==> src/rtl/regfile_wb_if.sv <==
// Writeback source handshake bundle: two independent valid/ready producers (A and B),
// each offering a destination register address and write data.
interface regfile_wb_if;
  logic        a_valid;
  logic        a_ready;
  logic [4:0]  a_addr;
  logic [31:0] a_data;
  logic        b_valid;
  logic        b_ready;
  logic [4:0]  b_addr;
  logic [31:0] b_data;

  modport master (
    output a_valid, a_addr, a_data, b_valid, b_addr, b_data,
    input  a_ready, b_ready
  );

  modport slave (
    input  a_valid, a_addr, a_data, b_valid, b_addr, b_data,
    output a_ready, b_ready
  );
endinterface

==> src/rtl/regfile_wb_arbiter.sv <==
// Two-source register-file writeback arbiter: per-source FIFOs, round-robin grant,
// registered write port and a pending-write scoreboard for hazard queries.
module regfile_wb_arbiter #(
  parameter int FIFO_DEPTH = 2
) (
  input  logic         clk,
  input  logic         rst,
  regfile_wb_if.slave  src,
  output logic         we,
  output logic [4:0]   waddr,
  output logic [31:0]  wdata,
  output logic [31:0]  pending,
  input  logic [4:0]   q_addr1,
  input  logic [4:0]   q_addr2,
  output logic         q_hit1,
  output logic         q_hit2
);

  localparam int PW = $clog2(FIFO_DEPTH);
  localparam int CW = PW + 1;

  typedef struct packed {
    logic [4:0]  addr;
    logic [31:0] data;
  } entry_t;

  typedef enum logic {SRC_A = 1'b0, SRC_B = 1'b1} src_e;

  entry_t        mem [2][FIFO_DEPTH];
  logic [PW-1:0] wr_ptr [2];
  logic [PW-1:0] rd_ptr [2];
  logic [CW-1:0] count [2];
  src_e          rp;

  entry_t        in_entry [2];
  entry_t        head [2];
  entry_t        out_entry;
  logic [1:0]    ready;
  logic [1:0]    push;
  logic [1:0]    non_empty;
  logic [1:0]    grant;

  assign in_entry[0] = {src.a_addr, src.a_data};
  assign in_entry[1] = {src.b_addr, src.b_data};

  // Ready looks only at the registered count, so a pop in the same cycle never frees a slot early.
  assign ready[0] = !rst && (count[0] < CW'(FIFO_DEPTH));
  assign ready[1] = !rst && (count[1] < CW'(FIFO_DEPTH));
  assign src.a_ready = ready[0];
  assign src.b_ready = ready[1];

  assign push[0] = src.a_valid & ready[0];
  assign push[1] = src.b_valid & ready[1];

  // NOTE: every variable gets a default at the top of the block so no path can infer a latch.
  always_comb begin
    grant = '0;
    for (int s = 0; s < 2; s++) begin
      non_empty[s] = (count[s] != '0);
      head[s]      = mem[s][rd_ptr[s]];
    end
    if (non_empty[0] && (!non_empty[1] || rp == SRC_A)) grant[0] = 1'b1;
    else if (non_empty[1])                               grant[1] = 1'b1;
    out_entry = grant[0] ? head[0] : head[1];
  end

  // NOTE: queue storage has no reset; an entry is only meaningful below its queue's count, which is reset.
  always_ff @(posedge clk) begin
    for (int s = 0; s < 2; s++) begin
      if (push[s]) mem[s][wr_ptr[s]] <= in_entry[s];
    end
  end

  // NOTE: non-blocking assignments so every register samples pre-edge values of the others.
  always_ff @(posedge clk or posedge rst) begin
    if (rst) begin
      for (int s = 0; s < 2; s++) begin
        count[s]  <= '0;
        wr_ptr[s] <= '0;
        rd_ptr[s] <= '0;
      end
      rp    <= SRC_A;
      we    <= 1'b0;
      waddr <= '0;
      wdata <= '0;
    end else begin
      for (int s = 0; s < 2; s++) begin
        if (push[s])  wr_ptr[s] <= wr_ptr[s] + PW'(1);
        if (grant[s]) rd_ptr[s] <= rd_ptr[s] + PW'(1);
        count[s] <= count[s] + CW'(push[s]) - CW'(grant[s]);
      end
      if (|grant) begin
        rp    <= grant[0] ? SRC_B : SRC_A;
        waddr <= out_entry.addr;
        wdata <= out_entry.data;
        we    <= (out_entry.addr != 5'd0);
      end else begin
        we <= 1'b0;
      end
    end
  end

  // Scoreboard built purely from registered state: live queue entries plus the write port.
  always_comb begin
    pending = '0;
    for (int s = 0; s < 2; s++) begin
      for (int i = 0; i < FIFO_DEPTH; i++) begin
        if (CW'(i) < count[s]) pending[mem[s][rd_ptr[s] + PW'(i)].addr] = 1'b1;
      end
    end
    if (we) pending[waddr] = 1'b1;
    pending[0] = 1'b0;
  end

  assign q_hit1 = pending[q_addr1];
  assign q_hit2 = pending[q_addr2];

endmodule

==> src/flat_wrapper.sv <==
// flat-port wrapper written by rule: the top's interface ports become plain ports
module regfile_wb_arbiter_flat 
#(
  parameter int FIFO_DEPTH = 2
)
  (clk, rst, we, waddr, wdata, pending, q_addr1, q_addr2, q_hit1, q_hit2, src_a_valid, src_a_addr, src_a_data, src_b_valid, src_b_addr, src_b_data, src_a_ready, src_b_ready);
  regfile_wb_if src_i ();
  input  logic clk;
  input  logic rst;
  output logic we;
  output logic [4:0] waddr;
  output logic [31:0] wdata;
  output logic [31:0] pending;
  input  logic [4:0] q_addr1;
  input  logic [4:0] q_addr2;
  output logic q_hit1;
  output logic q_hit2;
  input wire logic [$bits(src_i.a_valid)-1:0] src_a_valid;
  input wire logic [$bits(src_i.a_addr)-1:0] src_a_addr;
  input wire logic [$bits(src_i.a_data)-1:0] src_a_data;
  input wire logic [$bits(src_i.b_valid)-1:0] src_b_valid;
  input wire logic [$bits(src_i.b_addr)-1:0] src_b_addr;
  input wire logic [$bits(src_i.b_data)-1:0] src_b_data;
  output wire logic [$bits(src_i.a_ready)-1:0] src_a_ready;
  output wire logic [$bits(src_i.b_ready)-1:0] src_b_ready;
  assign src_i.a_valid = src_a_valid;
  assign src_i.a_addr = src_a_addr;
  assign src_i.a_data = src_a_data;
  assign src_i.b_valid = src_b_valid;
  assign src_i.b_addr = src_b_addr;
  assign src_i.b_data = src_b_data;
  assign src_a_ready = src_i.a_ready;
  assign src_b_ready = src_i.b_ready;
  regfile_wb_arbiter #(.FIFO_DEPTH(FIFO_DEPTH)) u_core (.clk(clk), .rst(rst), .src(src_i), .we(we), .waddr(waddr), .wdata(wdata), .pending(pending), .q_addr1(q_addr1), .q_addr2(q_addr2), .q_hit1(q_hit1), .q_hit2(q_hit2));
endmodule
==> config.mk <==
export PLATFORM = sky130hd
export DESIGN_NAME = regfile_wb_arbiter_flat
export DESIGN_NICKNAME = d
export VERILOG_FILES = /design/src/rtl/regfile_wb_if.sv /design/src/rtl/regfile_wb_arbiter.sv /design/src/flat_wrapper.sv
export SDC_FILE = /design/constraint.sdc
export NUM_CORES = 1
export LEC_CHECK = 0
export BUFFER_PORTS_ARGS = -buffer_cell sky130_fd_sc_hd__clkbuf_2
export CAP_MARGIN = 40
export CORE_ASPECT_RATIO = 1.2
export CORE_UTILIZATION = 50
export CTS_CLUSTER_DIAMETER = 120
export CTS_CLUSTER_SIZE = 10
export DETAILED_ROUTE_END_ITERATION = 8
export PLACE_DENSITY = 0.83
export SYNTH_ARGS = -nofsm -noshare
export SYNTH_HDL_FRONTEND = slang
export SYNTH_SLANG_ARGS = --single-unit
==> constraint.sdc <==
create_clock -name clk -period 2.76 [get_ports clk]
set_clock_uncertainty 0.1 [all_clocks]
set_input_delay 0.414 -clock clk [delete_from_list [all_inputs] [get_ports clk]]
set_output_delay 0.414 -clock clk [all_outputs]
set_load 0.1 [all_outputs]
==> results of run 1 <==
## metal layers
layer | wire [um] | track usage [%] | vias to the layer above | part of all wire (%)
met3 | 2360 | 5.83 | 96 | 7.4
met1 | 11300 | 35.8 | 4187 | 35
met2 | 16900 | 57.4 | 519 | 53
li1 | - | - | 3784 | -
met5 | 0 | 0 | - | 0
met4 | 1410 | 17.5 | 0 | 4.4
## kinds of logic (layout without fill, tap and decap cells)
family	after synthesis	after routing	share of synthesized area, %
simple gates	230	230	12.8
flops	195	195	57.2
compound gates	175	175	14.3
mux	91	91	10.5
buf+inv	78	445	3.95
xor+xnor	8	8	0.713
fa+ha+maj	4	4	0.509
other cells	1	1	0.0381
## cell type report
class                           instances  area [um^2]  share of cell area [%]
Inverter                               28          105                   0.730
Multi-Input combinational cell        509         4500                    31.2
Clock inverter                         14          189                    1.31
Timing Repair Buffer                  385         3220                    22.4
Sequential cell                       195         5640                    39.2
Tap cell                              256          320                    2.23
Clock buffer                           18          429                    2.98
## registers in the layout (all words and copies together) (netlist names)
name and count:
u_core.mem 148, u_core.waddr 5, u_core.wr_ptr 2, u_core.we 1, u_core.wdata 32, u_core.rd_ptr 2, u_core.rp 1, u_core.count 4
## through the flow
stage                     hold slack [ps]  instances
final                                68.7       1405
after CTS                            59.6       1394
after global routing                 58.8       1405
after floorplan                       364        782
after global placement                372       1348
after detailed placement              375       1348
## what timing repair did
item | CTS | global route
hold endpoints to repair | 12 | 0
buffers inserted | 13 | 11
hold buffers | 1 | 0
gates resized for setup | 76 | 77
setup endpoints to repair | 33 | 34
pin swaps | 15 | 14
cloned | 0 | 0
## power by group through the flow
stage,Sequential [W],Combinational [W],Clock [W]
finish,0.00423,0.0112,0.00259
global route,0.00429,0.0116,0.00270
CTS,0.00422,0.0108,0.00260
detailed placement,0.00424,0.0103,0
floorplan,0.00612,0.00481,0
global placement,0.00421,0.0101,0
## how the worst max path moves through the flow
| stage | startpoint | to | slack [ps] |
|---|---|---|---|
| 6_report | u_core.rd_ptr[0]$_DFFE_PP0P_ | q_hit2 | -1240 |
| 5_1_grt | u_core.rd_ptr[0]$_DFFE_PP0P_ | q_hit1 | -1310 |
| 2_1_floorplan | u_core.rd_ptr[1]$_DFFE_PP0P_ | q_hit1 | -1570 |
| 3_3_place_gp | u_core.rd_ptr[1]$_DFFE_PP0P_ | q_hit2 | -810 |
| 3_5_place_dp | u_core.rd_ptr[1]$_DFFE_PP0P_ | q_hit2 | -830 |
| 4_1_cts | u_core.rd_ptr[1]$_DFFE_PP0P_ | q_hit2 | -1190 |
## synth_stat cells, drive strengths merged (5+ instances only)
library cell | count | share of area, %
and3b | 10 | 0.93
xnor2 | 7 | 0.62
o211ai | 7 | 0.59
mux4 | 8 | 1.8
a21oi | 7 | 0.43
or3 | 15 | 1.0
mux2 | 7 | 0.88
nand3 | 8 | 0.41
o21ai | 22 | 1.7
inv | 27 | 1.0
nand4 | 6 | 0.38
o221ai | 38 | 3.4
edfxtp | 148 | 45
clkbuf | 23 | 0.90
nor2b | 6 | 0.38
nand3b | 7 | 0.53
mux2i | 76 | 7.8
buf | 27 | 2.0
nand2 | 54 | 2.1
nor4bb | 5 | 0.51
nand2b | 6 | 0.38
nor3 | 22 | 1.1
o22ai | 53 | 3.4
nor3b | 11 | 0.84
nor2 | 54 | 2.2
a31oi | 11 | 0.98
dfrtp | 47 | 12
==> flow_summary.toml, run 1 <==
[cells_and_area]
final_common_cell = "buf_4"
n_fill_cell = 1124
final_util_pct = 75.5
final_layout_size_suffix_gt1_share_pct = 50.0
final_area_um2 = 14400
syn_to_final_growth_pct = 46.4
fin_nets = 1228
final_cell_mix = "buf_4, edfxtp_1, clkbuf_2"
diodes = 0

[synth]
ys_seq_elements = 195
synth_cells = 782
synth_edf_count = 148
yosys_most_used_dff = "edfxtp_1"
ys_async_sr_fraction_pct = 24.1
ys_types = 82
syn_nets = 874
ys.warnings.count = 0
syn_area_per_cell_um2 = 12.6
yosysSeqAreaShare_pct = 57.2
syn-cell-area_um2 = 9830

[critical_path]
cpMostUsedCell = "buf_12"
critPathMaxStageDelay_ps = 540
cp.arrival_ps = 3490
crit_type = "register to output port"
cp-end-kind = "output port"
worstPathRequired_ps = 2250
crit_buf_inv = 2
rr_endpoint = "u_core.count[1]$_DFF_PP0_"
crit_slowest_cell = "dfrtp_4"
path_delay_family = "simple AND/OR/NAND/NOR gates"
crit_cells = 10
ff2ff_path_depth = 12
crit_fanout = 13
rrSetupSlack_ps = 190
path_cells = "buf_12 -> nand2b_4 -> o32a_1 -> o22ai_2 -> or3_4 -> mux4_2 -> a31oi_1 -> a21oi_1 -> or4_4 -> buf_12"
startpoint_type = "register"
r2r_start = "u_core.count[1]$_DFF_PP0_"

[die]
die_area_um2 = 20200
die_h_um = 156
start_util_pct = 51.6
num_rows = 55
die_x_um = 130
io_pins = 162
core_um2 = 19100

[route]
drtPass1Iterations = 5
vias = 8586
drc = 0
drtAntennaViolNets = 0
vias_per_cell = 6.11
wl_per_cell_um = 22.7
finalWirelength_mm = 32.0
drtIter0Drc = 624

[job]
drv_cap = 0

[sta]
setup_violations = 33
tightest_slew_ps = 646
fin_crit_sh_pct = 145
drv_slew = 0
fin_crit_ps = 4000
fin_ws_ps = -1240
slew_headroom_pct = 56.9
grt_setup_unrepaired = "true"
clock.fmax_mhz = 250
setup_tns_ps = -9480
hold_viol = 0

[hold_path]
worstHoldPathCells = 1
hold_end = "u_core.mem[0][103]$_DFFE_PP_"
holdCritPathClass = "primary input to register"
hold_start = "src_b_data[29]"

[outcome]
violations = "setup timing"
status = "finished, violations left"

[global_routing]
antenna_found_initial = 0
grt_max_degree = 38
grt_pass1_vias = 8736
grt_pass1_wl_mm = 48.0
track_usage_pct = 32.1
grt-ovfl-total = 0

[clocking]
clk_pin_slew_ps = 70
cts_tree = "done"
root_buffer = "clkbuf_16"
cts-buffers-inserted = 17
insertion_delay_ps = 430
cts_sinks = 195
clock_path_buffers = 2
h-tree-depth = 4

[pwr]
switching_power_w = 0.00881
sequentialPowerShare_pct = 23.5
p_leak_nw = 5.75
combinationalPowerShare_pct = 62.2
pwr_density_cell_nw_per_um2 = 1250
switching_share_pct = 48.9
p_int_w = 0.00921
p_total_w = 0.0180
p_clk_share_pct = 14.4
max-vdd-ir-drop_v = 0.00108

[placed_design]
placed_area_um2 = 12900
port_buffers = 160
hpwl_mm = 21.4
gp_congestion = 0.983
pre_cts_slack_ps = -832
No activity file was read; power rests on OpenSTA's default activity.
==> run 2: changes to the inputs <==
- CORE_MARGIN: unset -> 1
- PLACE_DENSITY: 0.83 -> 0.8
- clock period: 2.76 -> 3.9 ns (I/O delays scaled with it)
==> run 2 against run 1 <==
- sequential power shrank 28%
- combinational power decreased by 43%
- largest cell class unchanged
- register-to-register slack gained 1300 ps
- clock-buffer cell count up 1
- sequential share of layout area is 6.7 points higher
- highest routed layer unchanged
- die area stayed put
- critical path depth up 2
- the run still ends with setup timing left
- global-route usage decreased by 3.9 points
- cell count down 10%
- critical endpoint unchanged
- critical path type unchanged
- routed wire length fell by 13%
- sequential cell count stayed put
==> flow_summary.toml, run 2 (same netlist as run 1, synthesis figures left out) <==
[job]
drv_cap = 0

[outcome]
violations = "setup timing"
status = "finished, violations left"

[global_routing]
grt_pass1_wl_mm = 42.1
grt-ovfl-total = 0
track_usage_pct = 28.2
grt_max_degree = 36
grt_pass1_vias = 7639
antenna_found_initial = 1

[sta]
grt_setup_unrepaired = "true"
setup_violations = 2
slew_headroom_pct = 53.9
tightest_slew_ps = 690
fin_ws_ps = -327
fin_crit_ps = 4230
clock.fmax_mhz = 237
hold_viol = 0
drv_slew = 0
fin_crit_sh_pct = 108

[critical_path]
r2r_start = "u_core.count[1]$_DFF_PP0_"
worstPathRequired_ps = 3210
cp-end-kind = "output port"
rr_endpoint = "u_core.count[3]$_DFF_PP0_"
path_cells = "buf_12 -> buf_8 -> and4b_4 -> a41oi_4 -> buf_6 -> o22ai_2 -> or3_4 -> mux2_4 -> a221oi_2 -> nor3_1 -> or4_4 -> buf_12"
crit_type = "register to output port"
cpMostUsedCell = "buf_12"
startpoint_type = "register"
startpoint = "u_core.rd_ptr[1]$_DFFE_PP0P_"
crit_fanout = 8
crit_slowest_cell = "or4_4"
ff2ff_path_depth = 10
rrSetupSlack_ps = 1470
critPathMaxStageDelay_ps = 500
cp.arrival_ps = 3540

[placed_design]
port_buffers = 160
hpwl_mm = 19.6
gp_congestion = 0.974
place_inst = 1208

[route]
drtIter0Drc = 676
wl_per_cell_um = 22.0
vias = 7771
drc = 0
drtPass1Iterations = 5
drtAntennaViolNets = 0
vias_per_cell = 6.15
finalWirelength_mm = 27.8

[clocking]
cts_tree = "done"
cts_sinks = 195
clk_pin_slew_ps = 70
cts-buffers-inserted = 17
clock_path_buffers = 2
h-tree-depth = 4
root_buffer = "clkbuf_16"
insertion_delay_ps = 420

[cells_and_area]
layout.cells.non_filler = 1264
final_layout_size_suffix_gt1_share_pct = 36.6
final_cell_mix = "clkbuf_2, edfxtp_1, mux2i_1, buf_4, nand2_1"
syn_to_final_growth_pct = 25.0
final_common_cell = "clkbuf_2"
fin_nets = 1087
largest_reg_flops = 148
diodes = 0
final_util_pct = 64.5

[pwr]
pwr_density_cell_nw_per_um2 = 909
p_leak_nw = 4.84
max-vdd-ir-drop_v = 0.000597

[die]
num_rows = 55
io_pins = 162
start_util_pct = 51.6
core_um2 = 19100
die_area_um2 = 20200
die_h_um = 156
die_x_um = 130

[hold_path]
holdCritPathClass = "primary input to asynchronous set/reset pin"
## run 2: area by class of cell
type	count	area [um^2]
Clock buffer	19	443
Clock inverter	13	165
Fill cell	1431	6780
Inverter	28	105
Multi-Input combinational cell	509	4070
Sequential cell	195	5630
Tap cell	256	320
Timing Repair Buffer	244	1550
## run 2: routing by layer
layer / global-route usage [%] / up-vias / share of wire, %
li1: - / 3508 / -
met1: 32.1 / 3788 / 37
met2: 49.5 / 392 / 51
met3: 6.00 / 83 / 6.8
met4: 14.7 / 0 / 5.4
met5: 0 / - / 0
## run 2: worst max-delay path, delay by kind of cell, from the launching register on
kind | cells | cell delay (ps)
AND/OR/NAND/NOR | 4 | 1180
multiplexers | 1 | 280
buffers and inverters | 4 | 570
AO/OA/AOI/OAI | 3 | 640
flip-flops | 1 | 440
## run 2: what timing repair did
action / 4_1_cts / 5_1_grt
hold buffers: 0 / 0
pin swaps: 9 / 16
endpoints found under the setup margin: 2 / 2
gates resized for setup: 22 / 19
buffers inserted: 14 / 10
## run 2: stage by stage
| step | worst slack [ps] | setup TNS, ps | area, um^2 | total power (W) | hold slack (ps) |
|---|---|---|---|---|---|
| final | -327 | -524 | 12300 | 0.0112 | 238 |
| after global routing | -391 | -723 | 12300 | 0.0116 | 230 |
| after CTS | -230 | -378 | 12100 | 0.0110 | 231 |
| after floorplan | -600 | -895 | 9880 | 0.00771 | 364 |
| after detailed placement | 81.2 | 0 | 11300 | 0.00911 | 380 |
| after global placement | 92.4 | 0 | 11200 | 0.00901 | 373 |
## run 2: worst max-delay path by stage
stage	slack, ps	endpoint
2_1_floorplan	-600	q_hit1
3_5_place_dp	80	q_hit2
3_3_place_gp	90	q_hit2
6_report	-330	q_hit2
5_1_grt	-390	q_hit2
4_1_cts	-230	q_hit2
## run 2: power by group
part	leakage [nW]	internal, W	total, W	switching [W]
combinational	2.64	0.00172	0.00638	0.00467
sequential	1.90	0.00270	0.00303	0.000331
clock	0.300	0.000988	0.00176	0.000772
total	4.84	0.00540	0.0112	0.00577
